### src/rtl/key_debounce_reset.sv
// Push-button conditioning for the bridge: per-key 2-flop sync + debounce with
// press/release pulses, plus a stretched system reset driven by one key.

module key_debounce_lane #(
  parameter int DEBOUNCE_CYCLES = 1000000
) (
  input  logic clk,
  input  logic rst_n,
  input  logic key_n,
  output logic level,
  output logic press,
  output logic rel
);
  localparam int CW = $clog2(DEBOUNCE_CYCLES);
  localparam logic [CW-1:0] CNT_MAX = CW'(DEBOUNCE_CYCLES - 1);

  logic [1:0]    sync_q;
  logic [CW-1:0] cnt;
  logic          sync;

  // sync_q[1] is the metastability-safe copy; invert so 1 = pressed
  assign sync = ~sync_q[1];

  always_ff @(posedge clk or negedge rst_n) begin
    if (!rst_n) begin
      sync_q <= 2'b11;
      cnt    <= '0;
      level  <= 1'b0;
      press  <= 1'b0;
      rel    <= 1'b0;
    end else begin
      sync_q <= {sync_q[0], key_n};
      press  <= 1'b0;
      rel    <= 1'b0;
      if (sync == level) begin
        cnt <= '0;
      end else if (cnt == CNT_MAX) begin
        cnt   <= '0;
        level <= ~level;
        press <= ~level;
        rel   <= level;
      end else begin
        cnt <= cnt + 1'b1;
      end
    end
  end
endmodule

module key_debounce_reset #(
  parameter int NUM_KEYS        = 4,
  parameter int DEBOUNCE_CYCLES = 1000000,
  parameter int RESET_KEY       = 3,
  parameter int RESET_STRETCH   = 65536
) (
  input  logic                clk_clk,
  input  logic                reset_reset_n,
  input  logic [NUM_KEYS-1:0] key_n,
  output logic [NUM_KEYS-1:0] key_level,
  output logic [NUM_KEYS-1:0] key_press,
  output logic [NUM_KEYS-1:0] key_release,
  output logic                sys_reset_n
);
  localparam int SW = $clog2(RESET_STRETCH);
  localparam logic [SW-1:0] S_MAX = SW'(RESET_STRETCH - 1);

  typedef enum logic [1:0] {ST_STRETCH, ST_RUN, ST_HELD} state_t;

  state_t        state;
  logic [SW-1:0] s_cnt;
  logic          rk_level;

  key_debounce_lane #(
    .DEBOUNCE_CYCLES(DEBOUNCE_CYCLES)
  ) u_lane [NUM_KEYS-1:0] (
    .clk  (clk_clk),
    .rst_n(reset_reset_n),
    .key_n(key_n),
    .level(key_level),
    .press(key_press),
    .rel  (key_release)
  );

  assign rk_level = key_level[RESET_KEY];

  // sys_reset_n is registered alongside the state so it is high exactly in RUN
  always_ff @(posedge clk_clk or negedge reset_reset_n) begin
    if (!reset_reset_n) begin
      state       <= ST_STRETCH;
      s_cnt       <= '0;
      sys_reset_n <= 1'b0;
    end else begin
      case (state)
        ST_STRETCH: begin
          if (s_cnt == S_MAX) begin
            state       <= ST_RUN;
            s_cnt       <= '0;
            sys_reset_n <= 1'b1;
          end else begin
            s_cnt       <= s_cnt + 1'b1;
            sys_reset_n <= 1'b0;
          end
        end
        ST_RUN: begin
          if (rk_level) begin
            state       <= ST_HELD;
            sys_reset_n <= 1'b0;
          end else begin
            sys_reset_n <= 1'b1;
          end
        end
        ST_HELD: begin
          sys_reset_n <= 1'b0;
          if (!rk_level) begin
            state <= ST_STRETCH;
            s_cnt <= '0;
          end
        end
        default: begin
          state       <= ST_STRETCH;
          s_cnt       <= '0;
          sys_reset_n <= 1'b0;
        end
      endcase
    end
  end
endmodule
### config.mk
export PLATFORM = sky130hd
export DESIGN_NAME = key_debounce_reset
export DESIGN_NICKNAME = d
export VERILOG_FILES = /design/src/rtl/key_debounce_reset.sv
export SDC_FILE = /design/constraint.sdc
export NUM_CORES = 1
export LEC_CHECK = 0
export CAP_MARGIN = 20
export CORE_UTILIZATION = 30
export CTS_CLUSTER_DIAMETER = 80
export DETAILED_ROUTE_END_ITERATION = 12
export PLACE_DENSITY = 0.5
export SLEW_MARGIN = 20
export SYNTH_ARGS = -nofsm -noshare
export SYNTH_HDL_FRONTEND = slang
export SYNTH_HIERARCHICAL = 1
export SYNTH_SLANG_ARGS = --single-unit
### constraint.sdc
create_clock -name clk_clk -period 2.1 [get_ports clk_clk]
set_input_delay 0.63 -clock clk_clk [delete_from_list [all_inputs] [get_ports clk_clk]]
set_output_delay 0.63 -clock clk_clk [all_outputs]
set_load 0.02 [all_outputs]
======== Word-level counts from Yosys, hierarchy flattened ========
Cells that the tools add are included.
cells by class
  add/subtract/negate cells ............... 5
  equality and inequality tests ........... 14
  mux-type cells .......................... 34
  bitwise operators ....................... 13
  reduce and logical (&&, ||, !) cells .... 7
operators with widths
  kind                                           count
  2-to-1 mux 20 bit                              8
  adder 20 x 1 -> 20 bit, second input constant  4
  == test 20 bit, second input constant          4
  one-hot mux 16 bit (3 select lines)            1
  2-to-1 mux 16 bit                              2
  2-to-1 mux 1 bit                               18
  adder 16 x 1 -> 16 bit, second input constant  1
  == test 16 bit, second input constant          1
  NOT 1 bit                                      13
  AND reduction 2 bit                            5
  2-to-1 mux 2 bit                               3
  one-hot mux 2 bit (3 select lines)             1
  == test 1 bit                                  4
  != test 2 bit, second input constant           2
  AND reduction 3 bit                            1
  == test 2 x 1 -> 1 bit, second input constant  1
  == test 2 bit, second input constant           1
  logical NOT 2 bit                              1
  != test 2 x 1 -> 1 bit, second input constant  1
  one-hot mux 1 bit (2 select lines)             1
storage, ports and cells
  register bits ........................... 119
  word-level logic and storage cells ...... 96

======== Depth between registers and ports, before layout ========
  depth after elaboration ................. 4
  gate-level depth with buffers ........... 7
  depth with buffers taken out ............ 5

======== Hierarchy ========
The synthesis kept the hierarchy.
by module, submodules not included
  module              instances  cells an instance  area an instance (sq um)  sequential area each (sq um)
  key_debounce_lane   4          113                1153.6                    628.1
  key_debounce_reset  1          112                1031.0                    475.5

======== Worst setup path before layout ========
Ideal clock, no wire load.
  path type ............................... reg2reg
  start point ............................. register u_lane[0].cnt[13]
  end point ............................... register u_lane[0].cnt[11]
  library setup time ...................... 120 ps
  data arrival time ....................... 1865 ps
  required time ........................... 1980 ps
  path slack .............................. 115 ps
  stages on the path, launching flop included .. 6
  buffers on the path ..................... 1
  period minus slack after synthesis ...... 1985 ps
  path through ............................ dfrtp_1 -> or4_1 -> or4_4 -> o21ai_4 -> buf_6 -> nor2_1
between the ends
  cells in the longest elaborated chain, start to end .. 3
ends and longest elaborated chain
  element                 RTL line  RTL
  start, declared         18        logic [CW-1:0] cnt;
  start signal, assigned  43        cnt <= cnt + 1'b1;
  == test 20 bit          37        end else if (cnt == CNT_MAX) begin
  2-to-1 mux 20 bit       37
  2-to-1 mux 20 bit       35        if (sync == level) begin
No other way between the ends.
A chain may end at the register's enable or synchronous reset.

======== Worst setup path after layout ========
  start point ............................. register u_lane[2].cnt[13]
  end point ............................... register u_lane[2].cnt[1]
between the ends
  cells in the longest elaborated chain, start to end .. 3
ends and longest elaborated chain
  element                 RTL line
  start, declared         18
  start signal, assigned  43
  == test 20 bit          37
  2-to-1 mux 20 bit       37
  2-to-1 mux 20 bit       35
No other way between the ends.

==> run summary <==
CP Capture Type: flop
Startpoint class of the critical path: flop
Port-buffer cells: 18
Core area: 18200 um^2
Synth Warn #: 6
Pwr per Cell Area: 816 nW/um^2
#FFs+latches synth: 119
Routed Antenna Nets: 0
Die X: 139 um
First-pass GRT wire length: 20000 um
Hold Vio Cnt, Final: 0
Commonest register cell after synthesis: dfrtp_1
Sum of negative setup slack: 0 ns
Crit-path leading delay family: simple AND/OR/NAND/NOR gates
Vias after detailed routing: 4311
Row cnt: 49
Worst hold-check path type: input pin to async pin
Worst Setup SP: u_lane[2]/cnt[13]
Share of post-route cells with drive strength above 1: 14.3%
Initial DRC count: 221
Critical Path Stages: 4
RSZ-0062 raised after global routing: false
GP Congestion: 0.795
GRT overflow: 0
Io pins: 19
Root buf cell: clkbuf_16
FMAX: 493 MHz
CP Cell Sequence: or4_1, or4_4, or2_1, and3_1
Routed wire length per instance: 13.4 um
Worst flop-to-flop path endpoint: u_lane[2]/cnt[1]
Diode count: 0
Via density: 5.07
Crit-path max FO: 5
Largest stage delay, worst path: 0.55 ns
Hpwl dp: 7890 um
Total Nets Final: 621
Largest net degree at the start of global routing: 43
Total Routing Usage GR: 12.8%
Area Growth Syn to Fin: 22.7%
Post-route clock period utilization: 96.7%
Violated checks: DRC
Die height: 139 um
Initial antenna violation count: 0
Slowest-stage cell, CP: or4_4
Worst setup endpoint: u_lane[2]/cnt[1]
DRT Pass-1 Iters: 8
Area contributors post-synth: dfrtp_1 49%, xnor2_1 3.9%, xor2_1 3.9%
Cell area after synthesis: 5650 um^2
Reg2reg setup slack: 0.07 ns
Register area share after synthesis: 52.9%
Post-synth EDFFs: 0
Max Cap Viol: 0
Worst IR Drop VDD: 0.448 mV
DR DRC count: 1
Synth Instances: 564
TritonCTS sink count: 119
Vias in the first global route: 4350
Clk_lat worst skew: 0.41 ns
Setup-failing EPs final: 0
RR Startpoint: u_lane[2]/cnt[13]
Cell variety after synth: 38
H-tree levels: 4
WL final: 11400 um
Leak: 2.89 nW
Crit Path Class: flop to flop
Post-CTS Hold Buffers: 0
Total CTS buffers: 17
Layout Skew: 0.00681 ns
Area leader, netlist: dfrtp_1
Tightest Pin Transition: 0.393 ns
Crit path DAT: 2.33 ns
Avg Inst Size Synth: 10.0 um^2
CTS clk-pin slew, worst paths: 0.06 ns
Status: complete, but fails checks
WP data required: 2.40 ns
Slew Limit Fails: 0
Rel. slew slack: 73.7%
Critical path buffers and inverters: 0
CTS tree: built
Fraction of registers with async set/reset: 100%
Net Count, Synth: 575
Initial core utilization: 31.0%
Synth top area share: 49.2%
Area of the die: 19400 um^2
Maximum clock path buffer count: 2
Final core utilization: 38.0%
Tmin final: 2.03 ns
Reg2Reg Depth: 4
-- worst min-delay path by stage --
stage / to
after CTS: u_lane[2]/cnt[10]
after detailed placement: u_lane[3]/sync_q[1]
after global routing: u_lane[2]/cnt[10]
after floorplan: s_cnt[0]
final: u_lane[2]/cnt[10]
after global placement: u_lane[1]/sync_q[1]
-- logic make-up (layout without fill, tap and decap cells) --
logic type	count (synthesis)	in the layout	synth area share, %
xor+xnor	50	50	7.76
fa+ha+maj	5	5	1.11
buf+inv	43	101	3.66
compound gates	101	101	10.5
simple gates	245	245	23.8
mux	1	1	0.177
flops	119	119	52.9
-- sequential cells by signal, indices dropped and copies added, names as in the netlist --
name	flops
u_lane/rel	4
u_lane/press	4
s_cnt	16
u_lane/level	4
state	2
u_lane/sync_q	8
u_lane/cnt	80
sys_reset_n	1
-- cells in the mapped netlist (2+ instances only) --
cell type  count
o21ai_4        4
or4_4          4
nand3_1       25
buf_6          5
or4_1         25
nand4_1       24
and2_1         9
inv_1         16
a31oi_1        2
dfstp_2        8
o21ai_0       38
xor2_1        25
buf_2          2
dfrtp_1      111
nand2_1       32
nor3_1         7
ha_1           5
clkbuf_1      18
o31ai_1       17
or2_2          4
xnor2_1       25
or3_1         25
and3_1        20
and4_1         2
or2_1          4
nor4_1         3
a21oi_1       40
nor2_1        54
-- per-stage QoR --
step	total power (W)	hold slack, ns	std cells	cell area [um^2]	setup WS [ns]
finish	0.00565	0.0995	851	6930	0.0701
global route	0.00586	0.0901	851	6930	0.00126
CTS	0.00574	0.0902	849	6900	0.0135
detailed placement	0.00254	0.352	818	6260	0.0516
global placement	0.00253	0.348	818	6260	0.0901
floorplan	0.00244	0.334	564	5650	0.115
-- report_power, final --
| part | internal (W) | total [W] | switching (W) |
|---|---|---|---|
| combinational | 0.0000552 | 0.000146 | 0.0000904 |
| clock | 0.00217 | 0.00315 | 0.000983 |
| sequential | 0.00233 | 0.00235 | 0.0000204 |
| total | 0.00456 | 0.00565 | 0.00109 |
-- repair_timing --
| item | CTS | global route |
|---|---|---|
| setup buffers | 0 | 2 |
| pin swaps | 0 | 1 |
| setup endpoints to repair | 4 | 7 |
| gates resized for setup | 4 | 2 |
-- worst register-to-register path, stage by stage (launching register included) --
cell,delay (ns)
dfrtp_1,0.41
or4_1,0.53
or4_4,0.55
or2_1,0.27
and3_1,0.17
-- metal layers --
layer | vias to the layer above | share of wire [%] | GRT usage (%)
met5 | - | 0 | 0
met4 | 0 | 1.3 | 5.50
met3 | 12 | 2.7 | 4.01
met2 | 61 | 49 | 21.3
met1 | 2140 | 47 | 15.3
li1 | 2098 | - | -
-- cell usage in the layout, fill, tap and decap left out, types with 6 or more instances in the layout --
cell type | synthesis | layout
inv_1 | 16 | 16
o21ai_0 | 38 | 38
o31ai_1 | 17 | 17
and2_1 | 9 | 9
clkdlybuf4s50_1 | 0 | 13
dfrtp_1 | 111 | 111
nand2_1 | 32 | 32
nand4_1 | 24 | 24
nand3_1 | 25 | 25
dfstp_2 | 8 | 8
a21oi_1 | 40 | 40
buf_4 | 1 | 33
or3_1 | 25 | 25
or4_1 | 25 | 24
nor2_1 | 54 | 54
xnor2_1 | 25 | 25
and3_1 | 20 | 20
nor3_1 | 7 | 7
clkbuf_16 | 0 | 17
xor2_1 | 25 | 25
clkbuf_8 | 0 | 6
-- final cells by class --
type,instances,area [um^2]
Clock buffer,25,515
Clock inverter,6,136
Fill cell,1770,11300
Inverter,16,60.1
Multi-Input combinational cell,402,2450
Sequential cell,119,2990
Tap cell,229,287
Timing Repair Buffer,54,484
(Power assumes the default switching activity.)
